===== src/rtl/sar_seq_pkg.sv =====
// Shared types for the SAR strobe sequencer: FSM state encoding, the strobe/enable
// bundle, and the conversion-length helper.
package sar_seq_pkg;

  typedef enum logic [2:0] {
    ST_IDLE,
    ST_INIT,
    ST_SAMP,
    ST_COMP,
    ST_UPDATE,
    ST_DONE
  } state_e;

  // One bit per analog strobe; the same layout carries the enables and the gated outputs.
  typedef struct packed {
    logic init;
    logic samp_p;
    logic samp_n;
    logic comp;
    logic update;
  } strobe_t;

  // Cycles from the first INIT cycle through the DONE cycle, inclusive.
  function automatic int unsigned conv_len(input int unsigned num_bits,
                                           input int unsigned samp_len);
    int unsigned s;
    s = (samp_len == 0) ? 1 : samp_len;
    return 1 + s + 2 * num_bits + 1;
  endfunction

endpackage


===== src/rtl/sar_seq_shadow.sv =====
// Shadow register bank: freezes strobe enables, sample length and continuous-mode
// request at the start of each conversion so mid-conversion config writes are ignored.
module sar_seq_shadow
  import sar_seq_pkg::*;
#(
  parameter int SAMP_W = 8
) (
  input  logic              clk,
  input  logic              rst_n,
  input  logic              load_i,
  input  logic              clr_cont_i,
  input  strobe_t           en_i,
  input  logic [SAMP_W-1:0] samp_len_i,
  input  logic              cont_i,
  output strobe_t           en_o,
  output logic [SAMP_W-1:0] samp_len_o,
  output logic              cont_o
);

  strobe_t           en_q;
  logic [SAMP_W-1:0] samp_len_q;
  logic              cont_q;

  // NOTE: sequential state uses non-blocking assignments so every flop samples
  // pre-edge values regardless of the order the always_ff blocks are evaluated in.
  always_ff @(posedge clk or negedge rst_n) begin
    if (!rst_n) begin
      en_q       <= '0;
      samp_len_q <= '0;
      cont_q     <= 1'b0;
    end else begin
      if (load_i) begin
        en_q       <= en_i;
        samp_len_q <= samp_len_i;
      end
      // An abort must drop continuous mode even if it coincides with a reload.
      if (clr_cont_i) begin
        cont_q <= 1'b0;
      end else if (load_i) begin
        cont_q <= cont_i;
      end
    end
  end

  assign en_o       = en_q;
  assign samp_len_o = samp_len_q;
  assign cont_o     = cont_q;

endmodule


===== src/rtl/sar_seq_gate.sv =====
// SAR control strobe sequencer: runs init / sample / per-bit compare-update phases
// from one clock and drives each phase strobe, gated by its shadowed enable, from a flop.
module sar_seq_gate
  import sar_seq_pkg::*;
#(
  parameter int NUM_BITS = 16,
  parameter int SAMP_W   = 8,
  parameter int IDX_W    = $clog2(NUM_BITS)
) (
  input  logic              clk,
  input  logic              rst_n,
  input  logic              start,
  input  logic              cont,
  input  logic              stop,
  input  logic [SAMP_W-1:0] samp_len,
  input  logic              en_init,
  input  logic              en_samp_p,
  input  logic              en_samp_n,
  input  logic              en_comp,
  input  logic              en_update,
  output logic              clk_init,
  output logic              clk_samp_p,
  output logic              clk_samp_n,
  output logic              clk_comp,
  output logic              clk_update,
  output logic [IDX_W-1:0]  bit_idx,
  output logic              busy,
  output logic              done
);

  localparam logic [IDX_W-1:0] IDX_MAX = IDX_W'(NUM_BITS - 1);

  state_e            state_q, state_d;
  logic [SAMP_W-1:0] samp_cnt_q, samp_cnt_d;
  logic [IDX_W-1:0]  bit_idx_q, bit_idx_d;
  strobe_t           strb_q, strb_d;
  logic              busy_q, busy_d;
  logic              done_q, done_d;

  strobe_t           en_raw;
  strobe_t           en_sh;
  logic [SAMP_W-1:0] samp_len_sh;
  logic              cont_sh;
  logic              load;

  assign en_raw = '{init: en_init, samp_p: en_samp_p, samp_n: en_samp_n,
                    comp: en_comp, update: en_update};

  // INIT is only ever entered from IDLE or DONE, so entering it is the capture point.
  assign load = (state_d == ST_INIT);

  sar_seq_shadow #(
    .SAMP_W(SAMP_W)
  ) u_shadow (
    .clk       (clk),
    .rst_n     (rst_n),
    .load_i    (load),
    .clr_cont_i(stop),
    .en_i      (en_raw),
    .samp_len_i(samp_len),
    .cont_i    (cont),
    .en_o      (en_sh),
    .samp_len_o(samp_len_sh),
    .cont_o    (cont_sh)
  );

  // NOTE: every variable written here gets a default first, so no path leaves one
  // unassigned and no latch is inferred.
  always_comb begin
    state_d    = state_q;
    samp_cnt_d = samp_cnt_q;
    bit_idx_d  = bit_idx_q;

    case (state_q)
      ST_IDLE: begin
        if (start) state_d = ST_INIT;
      end
      ST_INIT: begin
        state_d    = ST_SAMP;
        samp_cnt_d = (samp_len_sh == '0) ? '0 : samp_len_sh - SAMP_W'(1);
      end
      ST_SAMP: begin
        if (samp_cnt_q == '0) begin
          state_d   = ST_COMP;
          bit_idx_d = IDX_MAX;
        end else begin
          samp_cnt_d = samp_cnt_q - SAMP_W'(1);
        end
      end
      ST_COMP: begin
        state_d = ST_UPDATE;
      end
      ST_UPDATE: begin
        if (bit_idx_q == '0) begin
          state_d = ST_DONE;
        end else begin
          state_d   = ST_COMP;
          bit_idx_d = bit_idx_q - IDX_W'(1);
        end
      end
      ST_DONE: begin
        if (cont_sh) begin
          state_d = ST_INIT;
        end else begin
          state_d   = ST_IDLE;
          bit_idx_d = IDX_MAX;
        end
      end
      default: begin
        state_d   = ST_IDLE;
        bit_idx_d = IDX_MAX;
      end
    endcase

    if (stop) begin
      state_d   = ST_IDLE;
      bit_idx_d = IDX_MAX;
    end
  end

  // Strobes are decoded from the next state so they land in the same cycle as the phase.
  always_comb begin
    strb_d = '0;
    case (state_d)
      // The shadow captures on this same edge, so the INIT strobe takes the live enable.
      ST_INIT:   strb_d.init   = en_raw.init;
      ST_SAMP: begin
        strb_d.samp_p = en_sh.samp_p;
        strb_d.samp_n = en_sh.samp_n;
      end
      ST_COMP:   strb_d.comp   = en_sh.comp;
      ST_UPDATE: strb_d.update = en_sh.update;
      default:   strb_d        = '0;
    endcase
    busy_d = (state_d != ST_IDLE);
    done_d = (state_d == ST_DONE);
  end

  always_ff @(posedge clk or negedge rst_n) begin
    if (!rst_n) begin
      state_q    <= ST_IDLE;
      samp_cnt_q <= '0;
      bit_idx_q  <= IDX_MAX;
      strb_q     <= '0;
      busy_q     <= 1'b0;
      done_q     <= 1'b0;
    end else begin
      state_q    <= state_d;
      samp_cnt_q <= samp_cnt_d;
      bit_idx_q  <= bit_idx_d;
      strb_q     <= strb_d;
      busy_q     <= busy_d;
      done_q     <= done_d;
    end
  end

  assign clk_init   = strb_q.init;
  assign clk_samp_p = strb_q.samp_p;
  assign clk_samp_n = strb_q.samp_n;
  assign clk_comp   = strb_q.comp;
  assign clk_update = strb_q.update;
  assign bit_idx    = bit_idx_q;
  assign busy       = busy_q;
  assign done       = done_q;

endmodule


===== config.mk =====
export PLATFORM = sky130hd
export DESIGN_NAME = sar_seq_gate
export DESIGN_NICKNAME = d
export VERILOG_FILES = /design/src/rtl/sar_seq_pkg.sv /design/src/rtl/sar_seq_shadow.sv /design/src/rtl/sar_seq_gate.sv
export SDC_FILE = /design/constraint.sdc
export NUM_CORES = 1
export LEC_CHECK = 0
export ABC_CLOCK_PERIOD_IN_PS = 2400
export CORE_MARGIN = 2
export CORE_UTILIZATION = 54
export CTS_CLUSTER_DIAMETER = 120
export CTS_CLUSTER_SIZE = 30
export DETAILED_ROUTE_END_ITERATION = 12
export PLACE_DENSITY = 0.8
export SYNTH_ARGS = -nofsm -noshare
export SYNTH_HDL_FRONTEND = slang
export SYNTH_SLANG_ARGS = --single-unit

===== constraint.sdc =====
create_clock -name clk -period 2.4 [get_ports clk]
set_input_delay 0.36 -clock clk [delete_from_list [all_inputs] [get_ports clk]]
set_output_delay 0.36 -clock clk [all_outputs]
set_load 0.05 [all_outputs]

==> flow_metrics.env <==
export IMPL_status="finished, final reports clean"
export IMPL_regArea_um2=881
export IMPL_synthFlopType="dfrtp_1"
export IMPL_fmax_mhz=448
export IMPL_vias_per_cell=5.80
export IMPL_drc=0
export IMPL_fin_nets=230
export IMPL_cts_max_path_buffers=2
export IMPL_hold_worst_slack_ns=0.419
export IMPL_grt_setup_unrepaired="false"
export IMPL_cts_root_buf="clkbuf_4"
export IMPL_place_gp_congestion=0.866
export IMPL_syn2layout_area_growth_pct=18.1
export IMPL_htree_levels=2
export IMPL_finClkSkew_ns=0.00656
export IMPL_syn_avg_cell_area_um2=11.0
export IMPL_syn_cell_area_um2=1960
export IMPL_design_area_um2=2320
export IMPL_ir_drop_v=0.000419
export IMPL_syn_inst=179
export IMPL_worst_pin_slew_ns=0.756
export IMPL_core_um2=3420
export IMPL_port_buffers=28
export IMPL_grt_start_max_net_pins=36
export IMPL_fin_ws_ns=0.167
export IMPL_seq_area_frac_synth_pct=44.9
export IMPL_cp_arrival_ns=2.48
export IMPL_final_common_cell="dfrtp_1"
export IMPL_dr_first_iter_drc_count=83
export IMPL_cts_setup_buffers=0
export IMPL_slew_headroom_pct=48.9
export IMPL_first_pass_iters=4
export IMPL_drv_cap=0
export IMPL_synth_edf_count=0
export IMPL_tns_ns=0
export IMPL_cts_buffers=5
export IMPL_multi_input_area_um2=977
export IMPL_path_class="register to register"
export IMPL_clkTransAtPathRegs_ns=0.12
export IMPL_finalHoldViolations=0
export IMPL_final_antenna_net_count=0
export IMPL_rows=21
export IMPL_cts_tree="done"
export IMPL_pre_cts_ws_ns=0.160
export IMPL_cp_max_fo=13
export IMPL_synth_seq_cells=35
export IMPL_antenna_cells=0
export IMPL_r2r_cells=7
export IMPL_yosys_warnings=0
export IMPL_ios=29
export IMPL_synthTopCellsByArea="dfrtp_1 (40%), mux2_4 (7.6%), dfstp_2 (5.4%)"
export IMPL_setup_viol=0
export IMPL_first_global_vias=1474
export IMPL_hpwl_um=2760
export IMPL_synth_cell_types=56
export IMPL_p_leak_nw=0.981
export IMPL_num_vias=1485
export IMPL_insertion_delay_ns=0.35
export IMPL_grt_overflow=0
export IMPL_drive_above_1_share_pct=21.4
export IMPL_die_w_um=64.3
export IMPL_wirelength_um=3880
export IMPL_syn_nets=200
export IMPL_crit_required_ns=2.65
export IMPL_netlist_area_leader_share_pct=39.5
export IMPL_layout_common_cells="dfrtp_1 (31), clkdlybuf4s50_1 (28), a21oi_1 (16), nor2_1 (11)"
export IMPL_start_kind="register"
export IMPL_grt_pass1_wl_um=6620
export IMPL_numClockSinks=35
export IMPL_postCtsHoldBufs=0
export IMPL_wl_per_cell_um=15.1
export IMPL_cellPowerDensity_nw_per_um2=817
export IMPL_fp_dieArea_um2=4130
export IMPL_synth_top_area_cell="dfrtp_1"
export IMPL_hold_class="input port to async pin"
export IMPL_maxSlewViolCount=0
export IMPL_start_util_pct=57.5
export IMPL_synthArstFlopShare_pct=100
export IMPL_die_h_um=64.3
export IMPL_fin_crit_sh_pct=93.0
export IMPL_period_minus_slack_ns=2.23
export IMPL_grt_usage_pct=20.4
export IMPL_endpoint_kind="register"
export IMPL_nFillCells=264
export IMPL_cts_resized=0
export IMPL_placed_area_um2=2260
export IMPL_grt_antenna_before_repair=0
[worst max-delay path, stage by stage, from the launching register on]
cell and delay (ns):
dfrtp_1 0.43, inv_1 0.08, ha_1 0.21, nor4b_4 0.37, nand2_2 0.15, o32ai_4 0.17
and2_4 0.36, mux2_2 0.36
[area by class of cell]
class	count	share of cell area, %
Tap cell	46	2.48
Clock buffer	5	1.62
Inverter	10	1.62
Timing Repair Buffer	31	13.1
Sequential cell	35	38.0
Multi-Input combinational cell	126	42.1
Clock inverter	3	1.08
[power by group]
group	internal [mW]	switching, mW
Clock	0.117	0.222
Combinational	0.330	0.285
Sequential	0.743	0.198
[flip-flops by register name, indices dropped and copies added, names as in the netlist]
signal,count
clk_comp,1
clk_samp_n,1
clk_samp_p,1
bit_idx,4
u_shadow.samp_len_o,8
busy,1
clk_update,1
u_shadow.en_o,4
clk_init,1
state_q,3
done,1
u_shadow.cont_o,1
samp_cnt_q,8
[through the flow]
stage	std cells	utilization, %	power, mW
finish	256	67.9	1.90
global route	256	67.9	2.02
CTS	256	67.9	1.90
detailed placement	248	66.0	1.56
global placement	248	66.0	1.52
floorplan	179	-	1.39
[synthesized netlist by cell type (all sizes together) (4+ instances only)]
master / number
nand2: 11
and3: 4
dfrtp: 31
o21ai: 7
mux2: 15
nor2: 11
a21oi: 17
dfstp: 4
nor3: 8
inv: 10
nor2b: 6
buf: 6
[cells by family (layout without fill, tap and decap cells)]
family	after synthesis	in the layout	synth area share, %
DFF	35	35	44.9
xor gates and xnor gates	3	3	1.34
adders and majority gates	3	3	1.91
AOI/OAI and AO/OA	46	46	16.8
muxes	15	15	10.5
buffers and inverters	18	49	5.35
and+or+nand+nor	59	59	19.2
[per-layer routing]
layer / part of all wire (%) / track usage [%]
met5: 0 / 0
met4: 1.1 / 5.85
met3: 5.4 / 4.93
met2: 48 / 34.4
met1: 46 / 26.0
[final timing paths]
path,from,slack (ns),endpoint
hold reg to reg,u_shadow.en_o[0],0.51,clk_update
max in group asynchronous,rst_n,1.65,bit_idx[1]
min in group clk,u_shadow.en_o[0],0.51,clk_update
hold / removal,rst_n,0.42,clk_update
setup reg to reg,samp_cnt_q[0],0.17,u_shadow.samp_len_o[7]
setup / recovery,samp_cnt_q[0],0.17,u_shadow.samp_len_o[7]
No activity file was read; power rests on OpenSTA's default activity.
